===== src/rtl/dec_pkg.sv =====
// Shared definitions for the strobe-decoder family: FSM state encoding and default widths.
package dec_pkg;

  typedef enum logic [1:0] {
    IDLE  = 2'd0,
    DRIVE = 2'd1,
    GAP   = 2'd2
  } state_t;

  localparam int SEL_W_DEF   = 3;
  localparam int DWELL_W_DEF = 8;
  localparam int DEPTH_DEF   = 4;

endpackage


===== src/rtl/dec3_8_strobe_if.sv =====
// Upstream code handshake: producer drives valid/code, the decoder returns ready.
interface dec3_8_strobe_if #(
  parameter int SEL_W = 3
);
  logic             in_valid;
  logic [SEL_W-1:0] in_code;
  logic             in_ready;

  modport master (output in_valid, output in_code, input  in_ready);
  modport slave  (input  in_valid, input  in_code, output in_ready);
endinterface


===== src/rtl/sync_fifo.sv =====
// Count-based synchronous FIFO with show-ahead read data; pointers wrap modulo DEPTH.
module sync_fifo #(
  parameter int DEPTH = 4,
  parameter int W     = 3
) (
  input  logic         clk,
  input  logic         rst,
  input  logic         push,
  input  logic [W-1:0] din,
  input  logic         pop,
  output logic [W-1:0] dout,
  output logic         full,
  output logic         empty
);
  localparam int AW = $clog2(DEPTH);

  logic [W-1:0]  mem_r [DEPTH];
  logic [AW-1:0] wr_ptr_r;
  logic [AW-1:0] rd_ptr_r;
  logic [AW:0]   count_r;
  logic          do_push_s;
  logic          do_pop_s;

  // Qualify requests against occupancy so the FIFO never over/underflows.
  always_comb begin
    full      = (count_r == (AW+1)'(DEPTH));
    empty     = (count_r == {(AW+1){1'b0}});
    do_push_s = push & ~full;
    do_pop_s  = pop & ~empty;
    dout      = mem_r[rd_ptr_r];
  end

  // Storage array; contents need no reset because count gates visibility.
  always_ff @(posedge clk) begin
    if (do_push_s) begin
      mem_r[wr_ptr_r] <= din;
    end
  end

  // Pointer and occupancy bookkeeping.
  always_ff @(posedge clk or posedge rst) begin
    if (rst) begin
      wr_ptr_r <= {AW{1'b0}};
      rd_ptr_r <= {AW{1'b0}};
      count_r  <= {(AW+1){1'b0}};
    end else begin
      if (do_push_s) begin
        wr_ptr_r <= wr_ptr_r + AW'(1);
      end
      if (do_pop_s) begin
        rd_ptr_r <= rd_ptr_r + AW'(1);
      end
      case ({do_push_s, do_pop_s})
        2'b10:   count_r <= count_r + (AW+1)'(1);
        2'b01:   count_r <= count_r - (AW+1)'(1);
        default: count_r <= count_r;
      endcase
    end
  end

endmodule


===== src/rtl/dec3_8_strobe.sv =====
// Sequenced 3-to-8 decoder: queues codes and drives each as a dwell-length one-hot strobe
// separated by one all-zero break-before-make cycle.
module dec3_8_strobe
  import dec_pkg::*;
#(
  parameter int  SEL_W   = SEL_W_DEF,
  parameter int  DEPTH   = DEPTH_DEF,
  parameter int  DWELL_W = DWELL_W_DEF,
  localparam int N_OUT   = 2**SEL_W
) (
  input  logic               clk,
  input  logic               rst,
  input  logic               enb,
  input  logic [DWELL_W-1:0] dwell,
  dec3_8_strobe_if.slave     bus,
  output logic [N_OUT-1:0]   y,
  output logic [SEL_W-1:0]   y_code,
  output logic               y_valid,
  output logic               busy
);
  localparam logic [N_OUT-1:0] Y_ONE = {{(N_OUT-1){1'b0}}, 1'b1};

  state_t             state_r;
  logic [DWELL_W-1:0] cnt_r;
  logic [N_OUT-1:0]   y_r;
  logic [SEL_W-1:0]   y_code_r;
  logic               y_valid_r;
  logic               rdy_en_r;

  logic               in_ready_s;
  logic               push_s;
  logic               pop_s;
  logic               full_s;
  logic               empty_s;
  logic [SEL_W-1:0]   head_s;
  logic [DWELL_W-1:0] dwell_m1_s;

  sync_fifo #(
    .DEPTH (DEPTH),
    .W     (SEL_W)
  ) u_fifo (
    .clk   (clk),
    .rst   (rst),
    .push  (push_s),
    .din   (bus.in_code),
    .pop   (pop_s),
    .dout  (head_s),
    .full  (full_s),
    .empty (empty_s)
  );

  // Handshake, pop decision and dwell reload value (dwell of 0 behaves as 1).
  always_comb begin
    in_ready_s = rdy_en_r & ~full_s;
    push_s     = bus.in_valid & in_ready_s;
    if (enb && !empty_s && ((state_r == IDLE) || (state_r == GAP))) begin
      pop_s = 1'b1;
    end else begin
      pop_s = 1'b0;
    end
    if (dwell == {DWELL_W{1'b0}}) begin
      dwell_m1_s = {DWELL_W{1'b0}};
    end else begin
      dwell_m1_s = dwell - DWELL_W'(1);
    end
  end

  assign bus.in_ready = in_ready_s;

  // Strobe sequencer: FSM, dwell counter and registered one-hot outputs.
  always_ff @(posedge clk or posedge rst) begin
    if (rst) begin
      state_r   <= IDLE;
      cnt_r     <= {DWELL_W{1'b0}};
      y_r       <= {N_OUT{1'b0}};
      y_code_r  <= {SEL_W{1'b0}};
      y_valid_r <= 1'b0;
      rdy_en_r  <= 1'b0;
    end else begin
      rdy_en_r <= 1'b1;
      if (!enb) begin
        // Abort the in-flight strobe; queued codes stay in the FIFO.
        state_r   <= IDLE;
        cnt_r     <= {DWELL_W{1'b0}};
        y_r       <= {N_OUT{1'b0}};
        y_valid_r <= 1'b0;
      end else begin
        case (state_r)
          IDLE, GAP: begin
            if (pop_s) begin
              state_r   <= DRIVE;
              y_r       <= Y_ONE << head_s;
              y_code_r  <= head_s;
              y_valid_r <= 1'b1;
              cnt_r     <= dwell_m1_s;
            end else begin
              state_r   <= IDLE;
              y_r       <= {N_OUT{1'b0}};
              y_valid_r <= 1'b0;
            end
          end
          DRIVE: begin
            if (cnt_r == {DWELL_W{1'b0}}) begin
              state_r   <= GAP;
              y_r       <= {N_OUT{1'b0}};
              y_valid_r <= 1'b0;
            end else begin
              cnt_r <= cnt_r - DWELL_W'(1);
            end
          end
          default: begin
            state_r   <= IDLE;
            cnt_r     <= {DWELL_W{1'b0}};
            y_r       <= {N_OUT{1'b0}};
            y_valid_r <= 1'b0;
          end
        endcase
      end
    end
  end

  assign y       = y_r;
  assign y_code  = y_code_r;
  assign y_valid = y_valid_r;
  assign busy    = (state_r != IDLE) | ~empty_s;

endmodule


===== src/flat_wrapper.sv =====
// flat-port wrapper written by rule: the top's interface ports become plain ports
module dec3_8_strobe_flat import dec_pkg::*;
#(
  parameter int  SEL_W   = SEL_W_DEF,
  parameter int  DEPTH   = DEPTH_DEF,
  parameter int  DWELL_W = DWELL_W_DEF,
  localparam int N_OUT   = 2**SEL_W
)
  (clk, rst, enb, dwell, y, y_code, y_valid, busy, bus_in_valid, bus_in_code, bus_in_ready);
  dec3_8_strobe_if #(.SEL_W(SEL_W)) bus_i ();
  input  logic clk;
  input  logic rst;
  input  logic enb;
  input  logic [DWELL_W-1:0] dwell;
  output logic [N_OUT-1:0] y;
  output logic [SEL_W-1:0] y_code;
  output logic y_valid;
  output logic busy;
  input wire logic [$bits(bus_i.in_valid)-1:0] bus_in_valid;
  input wire logic [$bits(bus_i.in_code)-1:0] bus_in_code;
  output wire logic [$bits(bus_i.in_ready)-1:0] bus_in_ready;
  assign bus_i.in_valid = bus_in_valid;
  assign bus_i.in_code = bus_in_code;
  assign bus_in_ready = bus_i.in_ready;
  dec3_8_strobe #(.SEL_W(SEL_W), .DEPTH(DEPTH), .DWELL_W(DWELL_W)) u_core (.clk(clk), .rst(rst), .enb(enb), .dwell(dwell), .bus(bus_i), .y(y), .y_code(y_code), .y_valid(y_valid), .busy(busy));
endmodule

===== config.mk =====
export PLATFORM = sky130hd
export DESIGN_NAME = dec3_8_strobe_flat
export DESIGN_NICKNAME = d
export VERILOG_FILES = /design/src/rtl/dec_pkg.sv /design/src/rtl/dec3_8_strobe_if.sv /design/src/rtl/sync_fifo.sv /design/src/rtl/dec3_8_strobe.sv /design/src/flat_wrapper.sv
export SDC_FILE = /design/constraint.sdc
export NUM_CORES = 1
export LEC_CHECK = 0
export CAP_MARGIN = 20
export CORE_MARGIN = 5
export CORE_UTILIZATION = 54
export DETAILED_ROUTE_END_ITERATION = 12
export PLACE_DENSITY = 0.9
export SKIP_LAST_GASP = 1
export SLEW_MARGIN = 10
export SYNTH_ARGS = -nofsm -noshare
export SYNTH_HDL_FRONTEND = slang
export SYNTH_SLANG_ARGS = --single-unit

===== constraint.sdc =====
create_clock -name clk -period 2.7 [get_ports clk]
set_clock_uncertainty 0.2 [all_clocks]
set_input_delay 0.405 -clock clk [delete_from_list [all_inputs] [get_ports clk]]
set_output_delay 0.405 -clock clk [all_outputs]
set_load 0.05 [all_outputs]

# Word-level counts from Yosys, hierarchy flattened
# Memories as Yosys holds them, arrays and structs flattened.
# Index checks and enable logic that the tools add are counted.
[op_classes]
n_addsub = 6
eq_ne = 8
shift = 1
n_mux = 21
bitwise_logic = 7
n_reduce_logical = 13
[ops]
columns = ["operator", "n"]
rows = [
  ["$mux W8", 7],
  ["$pmux W8 S2", 2],
  ["$logic_not A8 Y1", 2],
  ["$sub A8 B1 Y8 const B", 2],
  ["$shl A1 B3 Y8 const A", 1],
  ["$mux W1", 7],
  ["$ne A3 B3 Y1 const B", 2],
  ["$pmux W3 S2", 1],
  ["$add A2 B1 Y2 const B", 2],
  ["$and A1 B1 Y1", 4],
  ["$eq A2 B1 Y1 const B", 2],
  ["$eq A2 B2 Y1 const B", 2],
  ["$mux W2", 2],
  ["$pmux W2 S2", 1],
  ["$reduce_bool A2 Y1", 2],
  ["$add A3 B1 Y3 const B", 1],
  ["$eq A3 B3 Y1 const B", 1],
  ["$logic_not A3 Y1", 1],
  ["$ne A3 B2 Y1 const B", 1],
  ["$reduce_and A3 Y1", 1],
  ["$sub A3 B1 Y3 const B", 1],
  ["$logic_and A1 B1 Y1", 2],
  ["$logic_not A2 Y1", 1],
  ["$not A1 Y1", 2],
  ["6 further kinds", 6],
]
[totals]
ff_bits = 30
ramBits = 12
input_bits = 15
out_inout_bits = 14
elab_cells = 66
n_memories = 1
[memory_table]
columns = ["memory", "words", "width", "read_ports", "rd_ports_with_merged_regs", "wr", "line_no", "rtl"]
rows = [
  ["u_core.u_fifo.mem_r", 4, 3, 1, 0, 1, "sync_fifo.sv:17", "logic [W-1:0] mem_r [DEPTH];"],
]

# Logic depth before layout (Yosys ltp)
[logic_depth]
word_depth = 8
ltp_mapped = 9
depth_no_buf = 9

# Modules after synthesis
# A second synthesis with hierarchy kept.
[hier_totals]
hier_cells = 188
area_unflattened_um2 = 2155.8
[modules_own_cells]
columns = ["module", "n_inst", "cells_per_inst", "area_per_inst_um2", "seq_area_each_um2"]
rows = [
  ["dec3_8_strobe", 1, 134, 1277.5, 550.5],
  ["sync_fifo", 1, 54, 878.3, 535.5],
]

# Least setup slack after synthesis
# Ideal clock, no wire load.
[synth_timing]
kind = "reg-to-reg"
startpoint = "register u_core.u_fifo.count_r[1]"
endpoint = "register u_core.u_fifo.count_r[2]"
setup_ns = 0.125
arrival_ns = 2.561
required_ns = 2.375
setup_slack_ns = -0.186
stages_incl_launch_ff = 10
n_path_buf = 0
synth_period_minus_slack_ns = 2.886
path_cell_list = "dfrtp_1 > inv_1 > a31oi_1 > nand2_1 > ha_1 > inv_1 > fa_1 > xor2_1 > nor2_1 > xor2_1"
[synth_via]
elab_cells_between_ends = 18
classes_between = "add/sub (2); eq/ne (3); mux (2); bitwise (6); reduce/logical (5)"
[synth_lines]
columns = ["element", "line_no", "rtl"]
rows = [
  ["from (decl)", "sync_fifo.sv:20", "logic [AW:0] count_r;"],
  ["from (signal assigned)", "sync_fifo.sv:45", "count_r <= {(AW+1){1'b0}};"],
  ["from (signal assigned)", "sync_fifo.sv:54", "2'b10: count_r <= count_r + (AW+1)'(1);"],
  ["from (signal assigned)", "sync_fifo.sv:55", "2'b01: count_r <= count_r - (AW+1)'(1);"],
  ["$eq A3 B3 Y1 (*)", "sync_fifo.sv:26", "full = (count_r == (AW+1)'(DEPTH));"],
  ["$not A1 Y1 (*)", "dec3_8_strobe.sv:54", "in_ready_s = rdy_en_r & ~full_s;"],
  ["$and A1 B1 Y1 (*)", "dec3_8_strobe.sv:54", ""],
  ["named net bus_in_ready", "flat_wrapper.sv:21", "output wire logic [$bits(bus_i.in_ready)-1:0] bus_in_ready;"],
  ["$and A1 B1 Y1 (*)", "dec3_8_strobe.sv:55", "push_s = bus.in_valid & in_ready_s;"],
  ["$and A1 B1 Y1 (*)", "sync_fifo.sv:28", "do_push_s = push & ~full;"],
  ["$eq A2 B1 Y1 or $eq A2 B2 Y1 (tied branches)", "sync_fifo.sv:53", "case ({do_push_s, do_pop_s})"],
  ["$pmux W3 S2 or $reduce_bool A2 Y1 (tied branches)", "--", ""],
]
# The timed path passes the listed nets; every way through them passes the cells marked *.
# A chain may end at the register's enable or synchronous reset.

# Final worst setup path
[layout_timing]
startpoint = "register u_core.u_fifo.count_r[1]"
endpoint = "output port bus_in_ready"
[layout_via]
elab_chain_cells = 3
[layout_lines]
columns = ["element", "line_no"]
rows = [
  ["$eq A3 B3 Y1", "sync_fifo.sv:26"],
  ["$not A1 Y1", "dec3_8_strobe.sv:54"],
  ["$and A1 B1 Y1", "dec3_8_strobe.sv:54"],
  ["to (decl)", "flat_wrapper.sv:21"],
]
# No other way between the ends.

==> flow_summary.json <==
{
  "status": "finished, final reports clean",
  "drc": 0,
  "ios": 29,
  "critPathSlowestCell": "clkdlybuf4s50_1",
  "synth_cell_type_count": 44,
  "fin_hold_ws_ns": 0.2892,
  "cts_sinks": 41,
  "required_ns": 2.10,
  "synth_seq_area_share_pct": 51.15,
  "synth.avg_cell_area_um2": 11.54,
  "rows": 22,
  "slew_violations": 0,
  "dp.cells": 260,
  "die_w_um": 72.71,
  "post_cts_buffers": 0,
  "vdd_drop_max_mv": 0.5248,
  "clock_latency_ns": 0.29,
  "synth_cells": 184,
  "start_util_pct": 56.72,
  "hold_viol": 0,
  "grtUsageMet1_pct": 24.26,
  "place_area_mm2": 0.002491,
  "num_antenna_cells": 0,
  "crit_arrival_ns": 1.92,
  "synth_async_sr_flop_share_pct": 70.73,
  "routed_wl_mm": 4.791,
  "finalNonFillerCells": 268,
  "cts_tree": "yes",
  "max-clock-path-buffers": 2,
  "power_density_mw_per_mm2": 1110,
  "max_freq_mhz": 395.7,
  "grt-ovfl-total": 0,
  "fin_nets": 244,
  "hpwl_mm": 3.590,
  "dr.first_iter.drc_count": 208,
  "final_common_cell": "dfrtp_1",
  "coreArea_mm2": 0.003744,
  "start_kind": "register",
  "first_global_vias": 1631,
  "cts_buffers": 5,
  "use_met2_pct": 33.27,
  "critPathKind": "register to primary output",
  "syn_area_mm2": 0.002123,
  "power_mw": 2.883,
  "viasPerCell": 5.899,
  "clkTransAtPathRegs_ns": 0.07,
  "fillers": 274,
  "met3_usage_pct": 3.581,
  "die_area_mm2": 0.005286,
  "vias": 1581,
  "postLayoutCoreUtil_pct": 69.38,
  "drive_above_1_share_pct": 13.18,
  "final_cell_mix": "29 x dfrtp_1, 27 x clkdlybuf4s50_1, 16 x inv_1, 12 x edfxtp_1, 9 x ha_1",
  "post-route-period-util_pct": 93.61,
  "worstHoldPathType": "primary input to async pin",
  "routedWlPerCell_um": 17.88,
  "setup_viol": 0,
  "min_period_ns": 2.527,
  "synth-seq-cells": 41,
  "gr-usage-all-layers_pct": 19.58,
  "port_buffers": 28,
  "synth-edff-count": 12,
  "htree_levels": 2,
  "final_area_mm2": 0.002597,
  "cp-end-kind": "primary output",
  "path_cells": "inv_1 -> a31oi_2 -> clkdlybuf4s50_1",
  "dp_slack_ns": 0.1489,
  "max_slew_margin_pct": 59.64,
  "ctsHoldBuffers": 0,
  "ys_warn_count": 0,
  "synthFlopType": "dfrtp_1",
  "grt_antenna_before_repair": 0,
  "grt_max_degree": 30,
  "root_buffer": "clkbuf_8",
  "tightest_slew_ns": 0.6043,
  "area_growth_pct": 22.33,
  "grt_setup_unrepaired": "false",
  "synth_nets": 209,
  "setup-tns-final_ns": 0,
  "grt_pass1_wl_mm": 7.838,
  "maxCapViolCount": 0,
  "timing.final.ws_setup_ns": 0.1726,
  "die_h_um": 72.71,
  "gp_congestion": 0.8696,
  "cts_resized": 0,
  "slowest_delay_ns": 0.85,
  "firstDrtPassIters": 4,
  "top_usage_layer": "met2",
  "leakage_nw": 1.084,
  "cp_max_fo": 6,
  "drtAntennaViolNets": 0
}
## synthesized netlist by cell type (all sizes together), types with 4 or more instances
cell    instances  share of area, %
and3            4               1.2
edfxtp         12                17
dfrtp          29                34
nand2b          4               1.2
inv            16               2.8
o21ai           4              0.94
nor3            6               1.6
xnor2           4               1.6
xor2            8               3.3
a21oi           8               1.9
nand2           7               1.2
a211oi          7               2.9
a32o            4               1.9
nor4            4               1.8
a31oi           4               1.2
nor2            7               1.2
ha              9               5.3
o31ai           4               1.4
a22oi           4               1.4
clkbuf          5              0.88
## cells by family (layout without fill, tap and decap cells)
kind of cell | count (synthesis) | count (layout) | synth area share (%)
AO/OA/AOI/OAI | 44 | 44 | 15.09
AND/OR/NAND/NOR | 46 | 46 | 12.96
XOR/XNOR | 12 | 12 | 4.950
flip-flops | 41 | 41 | 51.15
multiplexers | 7 | 7 | 5.244
buffers and inverters | 23 | 59 | 4.184
other | 1 | 1 | 0.1766
adder cells (fa/ha/maj) | 10 | 10 | 6.246
## worst max-delay path, delay by kind of cell (launching register included)
family	cells	cell delay (ns)
buf+inv	2	0.96
flops	1	0.39
compound gates	1	0.28
## flip-flops by register name, indices dropped and copies added, names as in the netlist
| register | flops |
|---|---|
| u_core.y_valid | 1 |
| u_core.u_fifo.mem_r | 12 |
| u_core.cnt_r | 8 |
| u_core.y | 8 |
| u_core.rdy_en_r | 1 |
| u_core.u_fifo.count_r | 3 |
| u_core.u_fifo.rd_ptr_r | 2 |
| u_core.state_r | 1 |
| u_core.u_fifo.wr_ptr_r | 2 |
| u_core.y_code | 3 |
## layer usage
layer | routed length (um) | part of all wire (%)
met4 | 90 | 1.9
met5 | 0 | 0
met3 | 291 | 6.1
met2 | 2548 | 53
met1 | 1860 | 39
## final cells by class
| cell class | count | area, um2 | area share [%] |
|---|---|---|---|
| multi-input cells | 120 | 954.7 | 36.75 |
| clock inverters | 2 | 33.78 | 1.301 |
| well taps | 48 | 60.06 | 2.312 |
| repair buffers | 35 | 330.3 | 12.72 |
| flip-flops and latches | 41 | 1086 | 41.81 |
| inverters | 16 | 60.06 | 2.312 |
| clock buffers | 6 | 72.57 | 2.794 |
## worst paths after layout
kind | start | endpoint | slack [ns] | cells after the start
max | u_core.u_fifo.count_r[1]$_DFFE_PP0P_ | bus_in_ready | 0.17 | 3
min | rst | u_core.u_fifo.rd_ptr_r[0]$_DFFE_PP0P_ | 0.29 | 3
max reg2reg | u_core.u_fifo.count_r[1]$_DFFE_PP0P_ | u_core.u_fifo.count_r[2]$_DFFE_PP0P_ | 0.47 | 9
min reg2reg | u_core.y[5]$_DFFE_PP0P_ | u_core.y[5]$_DFFE_PP0P_ | 0.29 | 2
max in group asynchronous | rst | u_core.y[5]$_DFFE_PP0P_ | 1.75 | 3
min in group clk | u_core.y[5]$_DFFE_PP0P_ | u_core.y[5]$_DFFE_PP0P_ | 0.29 | 2
## power by group
part	leakage (nW)	internal [mW]	switching, mW
registers	0.479	0.823	0.201
logic	0.552	0.556	0.834
clock network	0.0528	0.273	0.196
(Power assumes the default switching activity.)
